<file path="src/rtl/wvb_rd_addr_ctrl_mc.sv">
// Shared read-pointer controller for P_N_CHAN circular waveform buffers.
// Optional macro WVB_RD_ADDR_OVERRUN_CHK_EN adds the sticky rd_err protocol-error flag.
module wvb_rd_addr_ctrl_mc #(
    parameter int P_ADR_WIDTH  = 12,
    parameter int P_N_CHAN     = 4,
    parameter int P_CHAN_WIDTH = 2,
    parameter int P_HDR_WAIT   = 2
) (
    input  logic                    clk,
    input  logic                    rst,
    input  logic [P_CHAN_WIDTH-1:0] chan_sel,
    input  logic                    hdr_rdreq,
    input  logic [P_ADR_WIDTH-1:0]  hdr_start_addr,
    input  logic [P_ADR_WIDTH-1:0]  hdr_stop_addr,
    input  logic                    wvb_rdreq,
    input  logic                    wvb_rddone,
    output logic [P_ADR_WIDTH-1:0]  wvb_rd_addr,
    output logic [P_CHAN_WIDTH-1:0] wvb_rd_chan,
    output logic                    rd_active,
    output logic                    rd_last,
    output logic                    rd_done,
    output logic [P_ADR_WIDTH:0]    words_left
`ifdef WVB_RD_ADDR_OVERRUN_CHK_EN
    ,
    output logic                    rd_err
`endif
);

    typedef enum logic [1:0] {
        S_IDLE,
        S_HDR_WAIT,
        S_READ
    } state_t;

    state_t                  state;
    logic [2:0]              wait_cnt;
    logic [P_ADR_WIDTH-1:0]  stop_q;

    function automatic logic [P_CHAN_WIDTH-1:0] clamp_chan(input logic [P_CHAN_WIDTH-1:0] c);
        if (int'(c) >= P_N_CHAN)
            return P_CHAN_WIDTH'(P_N_CHAN - 1);
        return c;
    endfunction

    // Length is modular so stop == start-1 yields the full 2^P_ADR_WIDTH words.
    function automatic logic [P_ADR_WIDTH:0] event_len(input logic [P_ADR_WIDTH-1:0] start,
                                                       input logic [P_ADR_WIDTH-1:0] stop);
        logic [P_ADR_WIDTH-1:0] diff;
        diff = stop - start;
        return {1'b0, diff} + (P_ADR_WIDTH+1)'(1);
    endfunction

    assign rd_last = rd_active && (wvb_rd_addr == stop_q);

    always_ff @(posedge clk) begin
        if (rst) begin
            state       <= S_IDLE;
            wait_cnt    <= '0;
            wvb_rd_addr <= '1;
            wvb_rd_chan <= '0;
            rd_active   <= 1'b0;
            rd_done     <= 1'b0;
            words_left  <= '0;
        end else begin
            rd_done <= 1'b0;
            case (state)
                S_IDLE: begin
                    if (hdr_rdreq) begin
                        wvb_rd_chan <= clamp_chan(chan_sel);
                        wait_cnt    <= 3'd1;
                        state       <= S_HDR_WAIT;
                    end
                end
                S_HDR_WAIT: begin
                    // Header FIFO outputs become valid P_HDR_WAIT edges after the pop.
                    if (wait_cnt == 3'(P_HDR_WAIT)) begin
                        wvb_rd_addr <= hdr_start_addr;
                        stop_q      <= hdr_stop_addr;
                        words_left  <= event_len(hdr_start_addr, hdr_stop_addr);
                        rd_active   <= 1'b1;
                        state       <= S_READ;
                    end else begin
                        wait_cnt <= wait_cnt + 3'd1;
                    end
                end
                S_READ: begin
                    if (wvb_rddone || (wvb_rdreq && rd_last)) begin
                        wvb_rd_addr <= stop_q + P_ADR_WIDTH'(1);
                        words_left  <= '0;
                        rd_done     <= 1'b1;
                        rd_active   <= 1'b0;
                        state       <= S_IDLE;
                    end else if (wvb_rdreq) begin
                        wvb_rd_addr <= wvb_rd_addr + P_ADR_WIDTH'(1);
                        words_left  <= words_left - (P_ADR_WIDTH+1)'(1);
                    end
                end
                default: state <= S_IDLE;
            endcase
        end
    end

`ifdef WVB_RD_ADDR_OVERRUN_CHK_EN
    always_ff @(posedge clk) begin
        if (rst) begin
            rd_err <= 1'b0;
        end else if ((wvb_rdreq && state != S_READ) ||
                     (hdr_rdreq && state != S_IDLE) ||
                     (hdr_rdreq && state == S_IDLE && int'(chan_sel) >= P_N_CHAN)) begin
            rd_err <= 1'b1;
        end
    end
`endif

endmodule

</file>
<file path="config.mk">
export PLATFORM = sky130hd
export DESIGN_NAME = wvb_rd_addr_ctrl_mc
export DESIGN_NICKNAME = d
export VERILOG_FILES = /design/src/rtl/wvb_rd_addr_ctrl_mc.sv
export SDC_FILE = /design/constraint.sdc
export NUM_CORES = 1
export LEC_CHECK = 0
export BUFFER_PORTS_ARGS = -buffer_cell sky130_fd_sc_hd__buf_2
export CAP_MARGIN = 20
export CORE_AREA = 2 2 101 103
export DETAILED_ROUTE_END_ITERATION = 16
export DIE_AREA = 0 0 103 105
export HOLD_SLACK_MARGIN = 0.1
export PLACE_DENSITY = 0.63
export SYNTH_ARGS = -nofsm -noshare
export SYNTH_HDL_FRONTEND = slang
export SYNTH_SLANG_ARGS = --single-unit
</file>
<file path="constraint.sdc">
create_clock -name clk -period 3.7 [get_ports clk]
set_clock_uncertainty 0.05 [all_clocks]
set_input_delay 0.37 -clock clk [delete_from_list [all_inputs] [get_ports clk]]
set_output_delay 0.37 -clock clk [all_outputs]
set_load 0.02 [all_outputs]
</file>
[Word-level counts from Yosys, hierarchy flattened]
Index checks and enable logic that the tools add are counted.
Word-level totals
  register bits after elaboration: 46
  input port bits: 31
  output and inout bits: 30
Cells by class
  add/sub/neg operators: 6
  eq/ne operators: 9
  muxes and demuxes: 19
  bitwise operators: 2
  reductions and logical operators: 13
Operators by type and width (count)
  two-way mux 13 bit: 3
  two-way mux 12 bit: 3
  one-hot mux 13 bit (2 select lines): 1
  adder 12 x 1 -> 12 bit, second input constant: 2
  one-hot mux 12 bit (2 select lines): 1
  AND reduction 3 bit: 5
  adder 12 x 1 -> 13 bit, second input constant: 1
  subtractor 13 x 1 -> 13 bit, second input constant: 1
  == test 12 bit: 1
  subtractor 12 bit: 1
  inequality test 2 bit, second input constant: 4
  two-way mux 2 bit: 3
  two-way mux 3 bit: 2
  one-hot mux 2 bit (3 select lines): 1
  one-hot mux 3 bit (2 select lines): 1
  nonzero test 2 bit: 2
  adder 3 x 1 -> 3 bit, second input constant: 1
  == test 3 x 2 -> 1 bit, second input constant: 1
  two-way mux 1 bit: 3
  inequality test 3 bit, second input constant: 1
  == test 2 x 1 -> 1 bit, second input constant: 1
  == test 2 bit, second input constant: 1
  logical AND 1 bit: 2
  zero test 2 bit: 1
  other kinds (5): 6

[Longest topological paths before layout]
  depth after elaboration: 6
  gate-level depth with buffers: 13

[Worst setup path after synthesis]
Ideal clock, no wire load.
  path type: register to register
  start: register wvb_rd_addr[4]
  end: register wvb_rd_addr[8]
  arrival: 3412 ps
  path slack: 93 ps
  stages on the path, launching flop included: 14
  buffers on the path: 1
  period minus slack after synthesis: 3607 ps
  cells stage by stage: dfxtp_1 -> xnor2_1 -> nand4_1 -> nor4_1 -> a21oi_1 -> clkbuf_1 -> mux2_2 -> ha_1 -> nand3_1 -> nor2_1 -> nand3_1 -> xnor2_1 -> o211ai_1 -> a31oi_1
Between the ends
  word-level cells in the longest chain between the ends: 6
  elaborated cells on any way between the ends: 10
  those cells by class: add/sub: 1; eq/ne: 2; mux: 3; reduce/logical: 4
RTL lines
  start: declaration: RTL line 17  | output logic [P_ADR_WIDTH-1:0] wvb_rd_addr,
  start signal: assignment: RTL line 77  | wvb_rd_addr <= hdr_start_addr;
  start signal: assignment: RTL line 88  | wvb_rd_addr <= stop_q + P_ADR_WIDTH'(1);
  start signal: assignment: RTL line 94  | wvb_rd_addr <= wvb_rd_addr + P_ADR_WIDTH'(1);
  == test 12 bit (*): RTL line 53  | assign rd_last = rd_active && (wvb_rd_addr == stop_q);
  logical AND 1 bit (*): RTL line 53
  net rd_last: RTL line 20  | output logic rd_last,
  logical AND 1 bit (*): RTL line 87  | if (wvb_rddone || (wvb_rdreq && rd_last)) begin
  logical OR 1 bit (*): RTL line 87
  inequality test 3 bit (no source line) or two-way mux 12 bit (tied branches)
  AND reduction 3 bit (no source line) or one-hot mux 12 bit (2 select lines) (tied branches)
Mark *: on every way through the listed nets, which the timed path passes. The rest lies on a longest branch. The select of a mux whose other input is x is not followed.
A chain may end at the register's enable or synchronous reset.

[Worst setup path after layout]
  start: register stop_q[0]
  end: register wvb_rd_addr[10]
Between the ends
  word-level cells in the longest chain between the ends: 6
  elaborated cells on any way between the ends: 9
  those cells by class: add/sub: 1; eq/ne: 2; mux: 2; reduce/logical: 4
RTL lines
  start: declaration: RTL line 37  | logic [P_ADR_WIDTH-1:0] stop_q;
  start signal: assignment: RTL line 78  | stop_q <= hdr_stop_addr;
  parallel branches: the longest is 6 deep, another holds adder 12 x 1 -> 12 bit
Parallel ways; which one is timed is not known.

==> metrics.cfg <==
[run_status]
run_status=complete, no violations

[global_routing]
number_of_antenna_violations_at_the_first_check_in_global_routing=0
globalRouteOverflowTotal=0
grtUsageTotal=0.175
grt_pass1_vias=3020
grt_max_degree=38
first_pass_grt_wire_length_mm=15.2

[finish]
layout.cells.most_common=buf_2
insertedDiodeCount=0
synthToLayoutAreaGrowth_pct=16.1
final_core_utilization=0.404
drive_above_1_share=0.188
commonest_non_fill_non_tap_cells_in_the_layout=buf_2 (60), nand2_1 (38), dfxtp_1 (34), nor2_1 (32), xnor2_1 (31)
layout.nets=510

[clocking]
htreeDepth=2
hold_buffers=0
root_buffer=clkbuf_8
clock_latency_ns=0.31
worst_setup_hold_path_clk_slew_ns=0.09
cts_buffers=5
cts_num_sinks=46
cts_tree=built
max-clock-path-buffers=2
cts_resized=1
post-cts-setup-buffer-count=0

[power_and_ir_drop]
power-per-cell-area_nw_per_um2=301
power.total_w=0.00117
power.static_leakage_nw=1.57
ir_drop_mv=0.156

[worst_setup_path]
rr_endpoint=wvb_rd_addr[10]
critical_path_peak_fanout=10
critical_setup_path_kind=flip-flop to flip-flop
critPathRequiredTime_ns=3.79
setup.reg_to_reg.worst_slack_ns=0.36
timing.reg2reg.worst_path_depth=12
path_cells=xnor2_1, nand4_1, nor4_4, a21oi_2, mux2_2, ha_1, nand3_1, nor2_1, nand3_1, xnor2_1, o211ai_1, a31oi_1
critical_path.reg2reg.startpoint=stop_q[0]
slowest_cell_on_the_critical_path=edfxtp_1
timing.critical_path.slowest_cell_delay_ns=0.50
timing.critical_path.from_type=flip-flop
arrival_ns=3.44
worstSetupEndpointType=flip-flop

[routing]
drc=0
via_count=3227
detail_route.first_pass.iterations=4
avgRoutedWirePerCell_um=16.1
drt_iter0_markers=233
viasPerCell=5.41
drt_wl_total_mm=9.58
detail-route-antenna-nets=0

[floorplan]
pin_count=61
initial_utilization=0.348
chipWidth_um=103
dieHeight_um=105
std_cell_rows=36
floorplan.core_area_um2=9640
floorplan.die_area_um2=10800

[logic_synthesis]
asyncSetResetFlopFracSynth=0
synthesis.nets=457
synth_flop_cell=dfxtp_1
ys_ff_latch=46
syn-instance-count=409
synth_sequential_area_ratio=0.310
synth-warning-count=0
synth_edf_count=12
synthesis.area_per_instance_um2=8.20
post_synth_instance_area_um2=3350
number_of_unique_standard_cell_types_used_by_synthesis=56

[sta]
timing.final.crit_share=0.903
fmaxAchievable_ghz=0.299
grt_setup_unrepaired=false
finalSetupViolCount=0
finalCriticalPeriod_ns=3.34
max_slew_margin=0.351
hold_viol_final=0
tightest_pin_transition_ns=0.970
drv_slew=0

[hold_path]
hold-path-endpoint=stop_q[2]
path_class_of_the_lowest_slack_min_delay_path=input port to flip-flop
timing.hold.worst.start=hdr_stop_addr[2]
worst_hold_path.num_cells=1

[place]
routabilityCongestion=0.882
hpwlAfterDp_mm=7.16
buffer_ports.inserted=60

[flow_run]
max_cap_violations=0

kinds of logic (layout without fill, tap and decap cells):
kind of cell | count (synthesis) | count (layout) | share of synthesized area
simple gates | 159 | 159 | 0.245
compound gates | 97 | 97 | 0.190
xor+xnor | 48 | 48 | 0.125
flops | 46 | 46 | 0.310
buf+inv | 34 | 88 | 0.0384
fa+ha+maj | 17 | 17 | 0.0657
mux | 8 | 8 | 0.0246
Yosys cell counts (12+ instances only):
master,n,area (um2)
a21oi_1,25,125
clkbuf_1,15,56.3
dfxtp_1,34,681
edfxtp_1,12,360
ha_1,16,200
inv_1,17,63.8
nand2_1,38,143
nand3_1,15,75.1
nor2_1,32,120
nor3_1,20,100
o21ai_0,25,125
xnor2_1,31,272
xor2_1,17,149
stage by stage:
step / cell area [um2] / hold WS (ns) / TNS [ns] / cells / setup WS, ns
after global routing: 3890 / 0.200 / 0 / 596 / 0.0776
after floorplan: 3350 / 0.419 / 0 / 409 / 0.0935
after CTS: 3880 / 0.207 / 0 / 596 / 0.245
after detailed placement: 3790 / 0.431 / -0.0111 / 588 / -0.00814
final: 3890 / 0.211 / 0 / 596 / 0.357
after global placement: 3790 / 0.420 / 0 / 588 / 0.0243
metal layers:
layer	wire length (um)	GRT usage	vias to the layer above
met3	518	0.0268	12
met5	0	0	-
met4	127	0.0451	0
met1	4480	0.249	1535
li1	-	-	1586
met2	4450	0.275	94
registers in the layout, summed over array words and instances, names as in the netlist:
name / flops
words_left: 13
stop_q: 12
wvb_rd_addr: 12
wait_cnt: 3
state: 2
wvb_rd_chan: 2
rd_active: 1
rd_done: 1
how the worst max path moves through the flow:
stage                        start              end  slack [ns]  cells after the start
global placement        stop_q[10]  wvb_rd_addr[10]        0.02                     12
global route             stop_q[0]  wvb_rd_addr[10]        0.08                     12
floorplan           wvb_rd_addr[4]   wvb_rd_addr[8]        0.09                     13
CTS                      stop_q[0]  wvb_rd_addr[10]        0.24                     12
detailed placement       stop_q[0]  wvb_rd_addr[10]      -0.008                     12
finish                   stop_q[0]  wvb_rd_addr[10]        0.36                     12
report_power, final:
| part | internal, W | leakage, nW | switching (W) |
|---|---|---|---|
| Combinational | 0.000125 | 1.14 | 0.000182 |
| Sequential | 0.000525 | 0.383 | 0.0000106 |
| Clock | 0.000151 | 0.0482 | 0.000180 |
worst max-delay path: cells and delay by family, from the launching register on:
kind	cells	cell delay, ns
adder cells (fa/ha/maj)	1	0.33
multiplexers	1	0.29
XOR/XNOR	2	0.34
AND/OR/NAND/NOR	5	1.17
AO/OA/AOI/OAI	3	0.48
flip-flops	1	0.50
area by class of cell:
cell class / instances / area [um2]
inverter: 17 / 63.8
sequential: 46 / 1040
multi-input combinational: 329 / 2210
timing repair buffer: 63 / 323
tap: 133 / 166
clock buffer: 7 / 86.3
clock inverter: 1 / 5.00
fill: 1029 / 5750
(Power assumes the default switching activity.)
